[src/rtl/yu_ctrl_pkg.sv]
// Shared control encodings for the Yu Core: opcodes, main FSM states and datapath mux selects.
package yu_ctrl_pkg;

    localparam logic [6:0] I_TYPE_INSTR = 7'b0000011;
    localparam logic [6:0] S_TYPE_INSTR = 7'b0100011;
    localparam logic [6:0] R_TYPE_INSTR = 7'b0110011;
    localparam logic [6:0] B_TYPE_INSTR = 7'b1100011;
    localparam logic [6:0] IALU_INSTR   = 7'b0010011;
    localparam logic [6:0] J_TYPE_INSTR = 7'b1101111;

    typedef enum logic [3:0] {
        FETCH,
        DECODE,
        MEMADR,
        MEMREAD,
        MEMWB,
        MEMWRITE,
        EXECR,
        EXECI,
        ALUWB,
        BEQ,
        JAL,
        ILLEGAL
    } state_e;

    localparam logic [1:0] SRCA_PC    = 2'b00;
    localparam logic [1:0] SRCA_OLDPC = 2'b01;
    localparam logic [1:0] SRCA_RS1   = 2'b10;

    localparam logic [1:0] SRCB_RS2  = 2'b00;
    localparam logic [1:0] SRCB_IMM  = 2'b01;
    localparam logic [1:0] SRCB_FOUR = 2'b10;

    localparam logic [1:0] RES_ALUOUT    = 2'b00;
    localparam logic [1:0] RES_MEMDATA   = 2'b01;
    localparam logic [1:0] RES_ALURESULT = 2'b10;

    localparam logic [1:0] ALUOP_ADD   = 2'b00;
    localparam logic [1:0] ALUOP_SUB   = 2'b01;
    localparam logic [1:0] ALUOP_FUNCT = 2'b10;

    localparam logic [1:0] IMM_I = 2'b00;
    localparam logic [1:0] IMM_S = 2'b01;
    localparam logic [1:0] IMM_B = 2'b10;
    localparam logic [1:0] IMM_J = 2'b11;

endpackage

[src/rtl/imm_src_decoder.sv]
// Purely combinational opcode-to-immediate-format mapping, shared with the pipelined core.
module imm_src_decoder
    import yu_ctrl_pkg::*;
(
    input  logic [6:0] opcode_i,
    output logic [1:0] immSrc_o
);

    always_comb begin
        immSrc_o = IMM_I;
        case (opcode_i)
            I_TYPE_INSTR: immSrc_o = IMM_I;
            S_TYPE_INSTR: immSrc_o = IMM_S;
            B_TYPE_INSTR: immSrc_o = IMM_B;
            J_TYPE_INSTR: immSrc_o = IMM_J;
            default:      immSrc_o = IMM_I;
        endcase
    end

endmodule

[src/rtl/multi_cycle_main_fsm.sv]
// Main multi-cycle control FSM: steps each instruction through fetch/decode/execute/memory/writeback
// and drives the ALU, register-file and unified-memory strobes.
module multi_cycle_main_fsm
    import yu_ctrl_pkg::*;
#(
    parameter bit SUPPORT_JAL     = 1'b1,
    parameter bit SUPPORT_IALU    = 1'b1,
    parameter bit MEM_HANDSHAKE   = 1'b1,
    parameter bit TRAP_ON_ILLEGAL = 1'b1
) (
    input  logic       clk,
    input  logic       rstN,
    input  logic [6:0] opcode,
    input  logic       memReady,
    output logic       pcUpdate,
    output logic       branch,
    output logic       irWrite,
    output logic       regWrite,
    output logic       memWrite,
    output logic       adrSrc,
    output logic [1:0] ALUSrcA,
    output logic [1:0] ALUSrcB,
    output logic [1:0] resultSrc,
    output logic [1:0] ALUOpcode,
    output logic [1:0] immSrc,
    output logic       instrDone,
    output logic       illegalInstr
);

    state_e state_q, state_d;
    logic   isStore_q, isStore_d;
    logic   ready;
    logic   pcUpdateRaw, branchRaw, irWriteRaw, regWriteRaw, memWriteRaw;
    logic   instrDoneRaw, illegalRaw;

    assign ready = MEM_HANDSHAKE ? memReady : 1'b1;

    always_ff @(posedge clk or negedge rstN) begin
        if (!rstN) begin
            state_q   <= FETCH;
            isStore_q <= 1'b0;
        end else begin
            state_q   <= state_d;
            isStore_q <= isStore_d;
        end
    end

    // Load/store choice is latched at DECODE so later opcode changes cannot redirect MEMADR.
    always_comb begin
        state_d      = state_q;
        isStore_d    = isStore_q;
        pcUpdateRaw  = 1'b0;
        branchRaw    = 1'b0;
        irWriteRaw   = 1'b0;
        regWriteRaw  = 1'b0;
        memWriteRaw  = 1'b0;
        instrDoneRaw = 1'b0;
        illegalRaw   = 1'b0;
        adrSrc       = 1'b0;
        ALUSrcA      = SRCA_PC;
        ALUSrcB      = SRCB_RS2;
        resultSrc    = RES_ALUOUT;
        ALUOpcode    = ALUOP_ADD;

        case (state_q)
            FETCH: begin
                ALUSrcB     = SRCB_FOUR;
                resultSrc   = RES_ALURESULT;
                irWriteRaw  = ready;
                pcUpdateRaw = ready;
                if (ready) state_d = DECODE;
            end
            DECODE: begin
                ALUSrcA   = SRCA_OLDPC;
                ALUSrcB   = SRCB_IMM;
                isStore_d = (opcode == S_TYPE_INSTR);
                case (opcode)
                    I_TYPE_INSTR, S_TYPE_INSTR: state_d = MEMADR;
                    R_TYPE_INSTR:               state_d = EXECR;
                    IALU_INSTR:                 state_d = SUPPORT_IALU ? EXECI : ILLEGAL;
                    B_TYPE_INSTR:               state_d = BEQ;
                    J_TYPE_INSTR:               state_d = SUPPORT_JAL ? JAL : ILLEGAL;
                    default:                    state_d = ILLEGAL;
                endcase
            end
            MEMADR: begin
                ALUSrcA = SRCA_RS1;
                ALUSrcB = SRCB_IMM;
                state_d = isStore_q ? MEMWRITE : MEMREAD;
            end
            MEMREAD: begin
                adrSrc = 1'b1;
                if (ready) state_d = MEMWB;
            end
            MEMWB: begin
                resultSrc    = RES_MEMDATA;
                regWriteRaw  = 1'b1;
                instrDoneRaw = 1'b1;
                state_d      = FETCH;
            end
            MEMWRITE: begin
                adrSrc       = 1'b1;
                memWriteRaw  = 1'b1;
                instrDoneRaw = ready;
                if (ready) state_d = FETCH;
            end
            EXECR: begin
                ALUSrcA   = SRCA_RS1;
                ALUSrcB   = SRCB_RS2;
                ALUOpcode = ALUOP_FUNCT;
                state_d   = ALUWB;
            end
            EXECI: begin
                ALUSrcA   = SRCA_RS1;
                ALUSrcB   = SRCB_IMM;
                ALUOpcode = ALUOP_FUNCT;
                state_d   = ALUWB;
            end
            ALUWB: begin
                regWriteRaw  = 1'b1;
                instrDoneRaw = 1'b1;
                state_d      = FETCH;
            end
            BEQ: begin
                ALUSrcA      = SRCA_RS1;
                ALUSrcB      = SRCB_RS2;
                ALUOpcode    = ALUOP_SUB;
                branchRaw    = 1'b1;
                instrDoneRaw = 1'b1;
                state_d      = FETCH;
            end
            JAL: begin
                ALUSrcA     = SRCA_OLDPC;
                ALUSrcB     = SRCB_FOUR;
                pcUpdateRaw = 1'b1;
                state_d     = ALUWB;
            end
            ILLEGAL: begin
                illegalRaw = 1'b1;
                if (!TRAP_ON_ILLEGAL) state_d = FETCH;
            end
            default: state_d = FETCH;
        endcase
    end

    // Strobes are forced low for the whole time reset is held, even though FETCH looks at memReady.
    assign pcUpdate     = pcUpdateRaw  & rstN;
    assign branch       = branchRaw    & rstN;
    assign irWrite      = irWriteRaw   & rstN;
    assign regWrite     = regWriteRaw  & rstN;
    assign memWrite     = memWriteRaw  & rstN;
    assign instrDone    = instrDoneRaw & rstN;
    assign illegalInstr = illegalRaw   & rstN;

    imm_src_decoder uImmSrcDecoder (
        .opcode_i (opcode),
        .immSrc_o (immSrc)
    );

endmodule

[config.mk]
export PLATFORM = sky130hd
export DESIGN_NAME = multi_cycle_main_fsm
export DESIGN_NICKNAME = d
export VERILOG_FILES = /design/src/rtl/yu_ctrl_pkg.sv /design/src/rtl/imm_src_decoder.sv /design/src/rtl/multi_cycle_main_fsm.sv
export SDC_FILE = /design/constraint.sdc
export NUM_CORES = 1
export LEC_CHECK = 0
export BUFFER_PORTS_ARGS = -buffer_cell sky130_fd_sc_hd__buf_2
export CAP_MARGIN = 20
export CELL_PAD_IN_SITES_DETAIL_PLACEMENT = 1
export CELL_PAD_IN_SITES_GLOBAL_PLACEMENT = 1
export CORE_MARGIN = 8
export CORE_UTILIZATION = 31
export CTS_CLUSTER_SIZE = 24
export DETAILED_ROUTE_END_ITERATION = 16
export PLACE_DENSITY = 0.83
export SYNTH_ARGS = -nofsm -noshare
export SYNTH_HDL_FRONTEND = slang
export SYNTH_HIERARCHICAL = 1
export SYNTH_SLANG_ARGS = --single-unit
[constraint.sdc]
create_clock -name clk -period 1.51 [get_ports clk]
set_input_delay 0.0755 -clock clk [delete_from_list [all_inputs] [get_ports clk]]
set_output_delay 0.0755 -clock clk [all_outputs]
set_load 0.05 [all_outputs]
## Word level (Yosys, flattened, before mapping)

Index checks and enable logic that the tools add are counted.

| word-level totals | value |
|---|---|
| output and inout port bits | 18 |
| bits of input ports | 10 |
| register bits after elaboration | 5 |
| logic and storage cells | 61 |

| operators by class | value |
|---|---|
| multiplexer cells | 19 |
| eq/ne operators | 20 |
| bitwise gates (word level) | 8 |
| reductions and logical operators | 12 |

Operators by type and width:

| operator | number |
|---|---|
| 4-bit case mux with 7 select lines | 1 |
| 4-bit case mux with 5 select lines | 1 |
| 4-bit by 3-bit equality test with 1-bit output (second input constant) | 4 |
| 4-bit equality test (second input constant) | 4 |
| 2-bit case mux with 2 select lines | 4 |
| 7-bit by 6-bit equality test with 1-bit output (second input constant) | 2 |
| 7-bit equality test (second input constant) | 2 |
| 4-bit two-way mux | 3 |
| 2-bit OR reduction | 6 |
| 3-bit OR reduction | 3 |
| 4-bit by 2-bit equality test with 1-bit output (second input constant) | 2 |
| 1-bit bitwise AND | 7 |
| 7-bit by 2-bit equality test with 1-bit output (second input constant) | 1 |
| 7-bit by 5-bit equality test with 1-bit output (second input constant) | 1 |
| 1-bit two-way mux | 6 |
| 2-bit != test (second input constant) | 3 |
| 2-bit case mux with 3 select lines | 1 |
| 4-bit by 1-bit equality test with 1-bit output (second input constant) | 1 |
| 4-bit logical NOT | 1 |
| 1-bit case mux with 2 select lines | 2 |
| 4-bit AND reduction | 1 |
| 4-bit OR reduction | 1 |
| 3-bit two-way mux | 1 |
| 1-bit inverter | 1 |

## Longest topological paths before layout

Gate-level depths: netlist of the first run.

| depth | value |
|---|---|
| word-level depth | 4 |
| gate-level depth with buffers | 5 |
| mapped depth without buffers | 4 |

## Cells and area by module

Netlist of the first run, hierarchy kept.

By module, submodules not included:

| module | area an instance (µm²) | cells an instance | sequential area each (µm²) | instances |
|---|---|---|---|---|
| multi_cycle_main_fsm | 601.8 | 82 | 125.1 | 1 |
| imm_src_decoder | 43.8 | 6 | 0.0 | 1 |

## Worst setup path after synthesis of the first run

No wires, ideal clock.

| timing path | value |
|---|---|
| path kind | register -> output |
| start point | reg state_q[2] |
| end point | out resultSrc[1] |
| setup slack | -0.767 ns |
| buffers on the path | 2 |
| data arrival time | 2.202 ns |
| stages on the path, launching flop included | 4 |
| required time | 1.434 ns |
| cells stage by stage | dfrtp_1 buf_6 buf_4 nor4_1 |

| between the ends | value |
|---|---|
| cells in the longest elaborated chain, start to end | 2 |
| elaborated cells on any way between the ends | 3 |
| classes of those cells | eq/ne: 1; mux: 1; reduce/logical: 1 |

RTL lines:

| what | line | text |
|---|---|---|
| start, declared | multi_cycle_main_fsm.sv:30 | `state_e state_q, state_d;` |
| start signal, assigned | multi_cycle_main_fsm.sv:43 | `state_q <= state_d;` |
| 4-bit by 3-bit equality test with 1-bit output or 4-bit logical NOT (tied branches) | multi_cycle_main_fsm.sv:65 | `case (state_q)` |
| 2-bit case mux with 2 select lines * | multi_cycle_main_fsm.sv:65 |  |
| end, declared | multi_cycle_main_fsm.sv:23 | `output logic [1:0] resultSrc,` |

Mark *: on every way between the ends. The rest lies on a longest branch, timed or not.

## Worst setup path after layout of the first run

| timing path | value |
|---|---|
| start point | reg state_q[0] |
| end point | out ALUSrcB[1] |

| between the ends | value |
|---|---|
| cells in the longest elaborated chain, start to end | 3 |
| elaborated cells on any way between the ends | 8 |
| classes of those cells | eq/ne: 4; mux: 1; reduce/logical: 3 |

RTL lines:

| what | line | text |
|---|---|---|
| 4-bit by 1-bit equality test with 1-bit output, or another cell as far along | multi_cycle_main_fsm.sv:65 |  |
| 3-bit OR reduction (no line) or 2-bit OR reduction (tied branches) | n/a |  |
| 2-bit case mux with 2 select lines * | multi_cycle_main_fsm.sv:65 |  |
| end, declared | multi_cycle_main_fsm.sv:22 | `output logic [1:0] ALUSrcB,` |

Marks and branches as above.

==> out/results.md, run 1 <==
| Metric | This run | Unit |
|:---|:---|:---|
| Outcome | completed | - |
| Vias per std cell | 5.37 | - |
| Number of synthesis warnings | 6 | - |
| XOR/XNOR share of the synthesized area | 2.71 | % |
| Top library cells by usage in the layout, fill and taps aside | buf_4, buf_2, buf_6 | - |
| Worst stage delay on the critical path | 0.49 | ns |
| Switching portion of total power | 56.2 | % |
| Start-to-end type of the worst setup path | reg -> out | - |
| # port buffers | 27 | - |
| Post-Place Cells | 147 | - |
| Endpoint type of the worst setup path | output port | - |
| Post-synthesis simple-gate area fraction | 46.7 | % |
| Count of final hold-check violations | 0 | - |
| Portion of synthesized cell area occupied by the leading cell type | 19.4 | % |
| Cell types occupying the most area after synthesis | dfrtp_1, nor2_1, nand2b_1, nand2_1, a21oi_1 | - |
| Final setup slack of the worst path | 0.00566 | ns |
| Worst Tran Pin Value | 0.279 | ns |
| Vias | 837 | - |
| Count of endpoints failing setup in the final report | 0 | - |
| Combinational share of power | 82.1 | % |
| Compound-cell area share of the yosys netlist | 20.2 | % |
| Antenna diode count | 0 | - |
| Clock insertion delay at the later pin of the skew report | 0.24 | ns |
| Aggregate global routing overflow | 0 | - |
| Multiplexer fraction of the synthesized cell area | 3.10 | % |
| Vias in the first global route | 850 | - |
| Area Growth Syn to Fin | 67.2 | % |
| Die outline width | 61.6 | um |
| Remaining number of nets flagged by the antenna check after routing | 0 | - |
| Post-synthesis net count | 98 | - |
| Synthesized instance count | 88 | - |
| DRT iter0 DRCs | 16 | - |
| Sum Neg Setup Slack | 0 | ns |
| Maximum VDD drop | 1.38 | mV |
| Clock share of power | 5.9 | % |
| Cell-by-cell listing of the critical path | buf_4, nor2_2, and3_1, buf_6 | - |
| Post-synthesis cell type with the largest combined area | dfrtp_1 | - |
| Distinct cell type count of the synthesized netlist | 36 | - |
| Clock sinks | 5 | - |
| Max H-tree Level | 1 | - |
| Internal power contribution | 1.14 | mW |
| Library cell used as clock root buffer | clkbuf_4 | - |
| F_max | 665 | MHz |
| Clock-pin slew of the registers on the worst-case setup and hold paths | 0.04 | ns |
| Total wire length after detailed routing | 2790 | um |
| Worst setup SP type | flip-flop | - |
| Fraction of final layout cells with drive strength greater than 1 | 54.3 | % |
| Ports placed on the boundary | 28 | - |
| Critical Path Fanout Max | 11 | - |
| Global placer's final weighted congestion | 0.791 | - |
| Core Area | 1960 | um^2 |
| Total Nets Final | 140 | - |
| Multi-input logic area | 552 | um^2 |
| Maximum number of pins on one net before global-route repair | 12 | - |
| Post-synthesis average cell area | 7.34 | um^2 |
| Post-route minimum period | 1.50 | ns |
| Number of buffers on the longest clock path | 2 | - |
| Fill cell total of the finished layout | 255 | - |
| Sequential element share of the synthesized area | 19.4 | % |
| DR WL/cell | 17.9 | um |
| HPWL after DPL | 1850 | um |
| Hold crit path type | in -> reg | - |
| First-pass GRT wire length | 3780 | um |
| Total of max-cap violations | 0 | - |
| Effective utilization at floorplan | 32.9 | % |
| Full die area | 3800 | um^2 |
| TritonCTS clock tree | done | - |
| Number of buffers created by CTS | 3 | - |
| Y dimension of the die | 61.6 | um |
| Detailed-routing iteration count for the pre-antenna-repair pass | 4 | - |
| Worst hold margin | 0.136 | ns |
| Slew margin rel. | 81.2 | % |
| FF+latch area | 130 | um^2 |
| Worst-case clock skew | 0.00277 | ns |
| Switching power of the nets | 1.46 | mW |
| Std cell rows | 16 | - |
| Final Non-Filler Cells | 156 | - |
| Portion of total power attributed to sequential cells | 12.0 | % |
| Total of flip-flops plus latches after synthesis | 5 | - |
| Data required time of the worst path | 1.43 | ns |
| RSZ-0062 raised after global routing | true | - |
| Final period utilization | 99.6 | % |
| Total GRT Usage | 13.2 | % |
| Number of antenna violations at the first check in global routing | 0 | - |
| Worst slack, placed | 0.0845 | ns |
| Drc violations | 0 | - |
| Standby leakage power | 0.477 | nW |
| Power density of the placed cells | 2410 | nW/um^2 |
| Synth Area in Adders | 0 | % |
| Slowest library cell on the worst path | dfrtp_2 | - |
| Post-synthesis instance area | 646 | um^2 |
| Largest family of logic cells by synthesized area | simple AND/OR/NAND/NOR gates | - |
| Worst endpoint data arrival time | 1.43 | ns |
| Pins over their slew limit | 0 | - |
| Most common library cell in the layout ignoring fill and taps | buf_4 | - |
-- state kept, by name, summed over array words and instances, names as in the netlist --
register and flops:
isStore_q 1, state_q 4
-- area by class of cell --
type                    count  share of cell area [%]
repair buffers             43                    30.9
well taps                  27                    3.13
inverters                   1                   0.348
clock buffers               4                    2.43
multi-input cells          76                    51.1
flip-flops and latches      5                    12.1
-- worst max-delay path: cells and delay by family (launching register included) --
kind / cells / cell delay [ns]
buf+inv: 2 / 0.38
flops: 1 / 0.49
simple gates: 2 / 0.31
-- logic make-up (layout without fill, tap and decap cells) --
group | Yosys count | count (layout)
and+or+nand+nor | 52 | 52
AOI/OAI and AO/OA | 20 | 20
buffers and inverters | 7 | 48
DFF | 5 | 5
xor gates and xnor gates | 2 | 2
muxes | 2 | 2
-- through the flow --
step	utilization, %	power, mW	cell area (um^2)
detailed placement	45.3	1.99	888
floorplan	-	1.54	684
CTS	49.9	2.30	978
global route	55.0	2.75	1080
finish	55.0	2.60	1080
global placement	45.3	1.93	888
-- cells in the mapped netlist --
cell      count
mux2i_1       2
nor3_1        4
buf_6         2
nor2b_1       2
a21boi_1      1
and3_1        4
a22oi_1       1
nor4_4        1
xnor2_1       2
o32ai_1       1
nand3b_1      3
and2b_1       1
a211oi_1      1
buf_2         2
nand2b_1      6
o22ai_1       1
dfrtp_1       5
nand4b_1      1
o21ai_1       3
buf_4         2
nand2b_4      1
and4b_1       1
nor4_1        2
o31a_1        2
a21oi_1       6
nand2_1       9
nor2_1       12
a21o_1        2
inv_1         1
nand3_1       1
nand4_1       1
nor3b_1       1
o21ai_0       1
o32a_1        1
or3_1         1
nand2_2       1
-- power by group through the flow --
stage	clock network, mW	logic [mW]	registers [mW]
after floorplan	0	1.32	0.218
after global placement	0	1.63	0.303
after detailed placement	0	1.69	0.308
after CTS	0.163	1.82	0.311
after global routing	0.173	2.25	0.319
final	0.154	2.13	0.311
-- layer usage --
layer  vias up  track usage, %  wire length [um]
met5         -               0                 0
met4         0            5.19                24
met3         3            2.51               155
met2        27            25.1              1440
met1       405            13.6              1170
li1        402               -                 -
-- final timing paths --
check / cells past startpoint / slack [ns] / startpoint / end
min in group asynchronous: 2 / 0.23 / rstN / isStore_q
worst max register to register: 4 / 0.16 / state_q[2] / state_q[2]
worst min-delay path: 3 / 0.14 / opcode[4] / state_q[2]
worst max-delay path: 4 / 0.006 / state_q[0] / ALUSrcB[1]
max in group asynchronous: 2 / 1.08 / rstN / state_q[1]
worst min register to register: 2 / 0.53 / isStore_q / isStore_q
-- repair_timing --
action,in CTS,in global routing
pin swaps,0,1
buffers inserted,1,3
endpoints found under the setup margin,14,14
hold endpoints to repair,5,0
gates resized for setup,20,24
hold buffers,1,0
Note: power is estimated with default switching activity, not from simulation.
==> run 2: changes to the inputs <==
Settings changed: SETUP_SLACK_MARGIN set to 0.4, SLEW_MARGIN set to 10.
==> run 2 against run 1 <==
  * The flow now finishes with violations (negative setup slack)
  * Via count is 24% higher
  * Count of clock-buffer cells in the layout stayed put
  * Register-to-register slack worse by 0.15 ns
  * Flip-flop and latch count stayed put
  * Core utilization is 20 points higher
  * Non-clock buffer count is 12 higher
  * Worst setup slack worse by 0.16 ns
  * Die area stayed put
  * Routed wire length is 75% higher
  * Combinational power is 54% higher
  * Power is 45% higher
  * Critical path depth is 1 higher
  * Largest power group unchanged
==> out/results.md, run 2 (synthesized netlist as in run 1, its figures left out) <==
| Metric | This run | Unit | vs previous |
|:---|:---|:---|:---|
| Outcome | finished, violations left | - |  |
| Failing checks | negative setup slack | - |  |
| Most common library cell in the layout ignoring fill and taps | buf_6 | - |  |
| Core Area | 1960 | um^2 | unchanged |
| Ports placed on the boundary | 28 | - | unchanged |
| Std cell rows | 16 | - | unchanged |
| Effective utilization at floorplan | 32.9 | % | unchanged |
| FF+latch area | 130 | um^2 | unchanged |
| Number of buffers on the longest clock path | 2 | - | unchanged |
| TritonCTS clock tree | done | - |  |
| Critical Path Fanout Max | 6 | - | -5 |
| Area Growth Syn to Fin | 127 | % |  |
| F_max | 602 | MHz | -9.5% |
| Aggregate global routing overflow | 0 | - | unchanged |
| DRT iter0 DRCs | 72 | - | +56 |
| Maximum VDD drop | 1.45 | mV | +4.8% |
| Global placer's final weighted congestion | 0.796 | - | +0.66% |
| Max H-tree Level | 1 | - | unchanged |
| Worst Tran Pin Value | 0.367 | ns | +0.0875 ns |
| Vias in the first global route | 1,021 | - | +20% |
| Clock insertion delay at the later pin of the skew report | 0.25 | ns | about the same |
| Kind of cell adding the most delay to the critical path | flip-flops | - |  |
| Worst setup SP type | flip-flop | - |  |
| Library cell used as clock root buffer | clkbuf_4 | - |  |
| Endpoint type of the worst setup path | output port | - |  |
| Total GRT Usage | 19.8 | % | +6.6 points |
| Largest reg by FF count | state_q | - |  |
| Cell-by-cell listing of the critical path | inv_2, nor2_1, nor3_2, a211oi_4, buf_6 | - |  |
| Pins over their slew limit | 0 | - | unchanged |
| Final setup slack of the worst path | -0.152 | ns | -0.158 ns |
| Worst-case clock skew | 0.00927 | ns | +0.00651 ns |
| First-pass GRT wire length | 5400 | um | +43% |
| Remaining number of nets flagged by the antenna check after routing | 0 | - | unchanged |
| Y dimension of the die | 61.6 | um | unchanged |
| Total Power Consumption | 3.76 | mW | +45% |
| Hold crit path type | in -> reg | - |  |
| Final period utilization | 110 | % | +10 points |
| Number of antenna violations at the first check in global routing | 0 | - | unchanged |
| Total wire length after detailed routing | 4880 | um | +75% |
| RSZ-0062 raised after global routing | true | - |  |
| Maximum number of pins on one net before global-route repair | 9 | - | -3 |
| Worst hold margin | 0.166 | ns | +0.0293 ns |
| Largest registers | state_q x4, isStore_q x1 | - |  |
| Die outline width | 61.6 | um | unchanged |
| Flip-flop count of the largest register, all copies and words added | 4 | - | unchanged |
| Slowest library cell on the worst path | dfrtp_2 | - |  |
| Power density of the placed cells | 2570 | nW/um^2 | +6.7% |
| Total of max-cap violations | 0 | - | unchanged |
| Vias | 1,040 | - | +24% |
| Multi-input logic area | 733 | um^2 | +33% |
| Worst endpoint data arrival time | 1.59 | ns | +0.16 ns |
| Full die area | 3800 | um^2 | unchanged |
| Count of final hold-check violations | 0 | - | unchanged |
| Post-route minimum period | 1.66 | ns | +0.158 ns |
| HPWL after DPL | 2080 | um | +13% |
| DR WL/cell | 29.0 | um | +62% |
| Fill cell total of the finished layout | 195 | - | -24% |
| Standby leakage power | 0.604 | nW | +27% |
| Top library cells by usage in the layout, fill and taps aside | buf_6, buf_4, buf_2 | - |  |
| Start-to-end type of the worst setup path | reg -> out | - |  |
| Drc violations | 0 | - | unchanged |
| Vias per std cell | 6.19 | - | +15% |
| Clock-pin slew of the registers on the worst-case setup and hold paths | 0.06 | ns | +0.02 ns |
| Fraction of final layout cells with drive strength greater than 1 | 75.2 | % | +21 points |
| Total Nets Final | 152 | - | +8.6% |
| Number of buffers created by CTS | 3 | - | unchanged |
| # port buffers | 27 | - | unchanged |
| Data required time of the worst path | 1.43 | ns | about the same |
| Clock sinks | 5 | - | unchanged |
| Worst stage delay on the critical path | 0.47 | ns | -0.02 ns |
| Detailed-routing iteration count for the pre-antenna-repair pass | 5 | - | +1 |
| Antenna diode count | 0 | - | unchanged |
| Slew margin rel. | 75.3 | % | -5.9 points |
| CP bufs+invs | 2 | - | unchanged |
| Count of endpoints failing setup in the final report | 8 | - | +8 |
[run 2: changes by cell type in the layout (fill, tap and decap cells not counted), sizes merged]
cell,previous run,this run
buf,41,53
[run 2: cell type report]
type | instances | share of cell area (%)
timing repair buffer | 55 | 36.7
sequential | 5 | 8.89
inverter | 1 | 0.256
multi-input combinational | 76 | 50.1
tap | 27 | 2.31
clock buffer | 4 | 1.79
[run 2: per-layer routing]
| metal | routed length (um) | part of all wire [%] | track usage (%) | vias to the layer above |
|---|---|---|---|---|
| met4 | 228 | 4.7 | 11.0 | 0 |
| li1 | - | - | - | 425 |
| met5 | 0 | 0 | 0 | - |
| met1 | 1810 | 37 | 22.3 | 504 |
| met3 | 538 | 11 | 2.71 | 24 |
| met2 | 2300 | 47 | 34.7 | 87 |
[run 2: worst paths after layout]
check	startpoint	cells past startpoint	endpoint	slack, ns
hold / removal	opcode[5]	3	isStore_q	0.17
max in group asynchronous	rstN	2	state_q[2]	0.89
setup reg to reg	state_q[1]	6	state_q[0]	0.01
hold reg to reg	isStore_q	2	isStore_q	0.62
min in group asynchronous	rstN	2	state_q[1]	0.34
setup / recovery	state_q[1]	5	ALUSrcB[0]	-0.15
[run 2: stage by stage]
stage	setup TNS, ns	cells	instance area (um^2)	worst slack [ns]	util (%)
after CTS	0	161	1280	0.0168	65.5
after global placement	0	147	988	0.128	50.4
after floorplan	0	88	808	0.163	-
final	-0.572	168	1460	-0.152	74.6
after global routing	-0.826	168	1460	-0.175	74.6
after detailed placement	0	147	988	0.115	50.4
[run 2: worst register-to-register path, stage by stage (launching register included)]
cell,delay [ns]
dfrtp_2,0.48
and2b_2,0.28
buf_6,0.11
buf_4,0.11
nand2_2,0.09
a21o_1,0.17
o21ai_1,0.16
[run 2: repair_timing]
| item | CTS | global route |
|---|---|---|
| endpoints found under the setup margin | 21 | 22 |
| endpoints found under the hold margin | 5 | 0 |
| hold buffers | 1 | 0 |
| setup buffers | 9 | 7 |
| pin swaps | 8 | 10 |
| gates resized for setup | 58 | 34 |
[run 2: where the power goes]
| part | internal (mW) | switching [mW] |
|---|---|---|
| clock | 0.101 | 0.0687 |
| combinational | 1.41 | 1.86 |
| sequential | 0.191 | 0.134 |
| total | 1.70 | 2.06 |
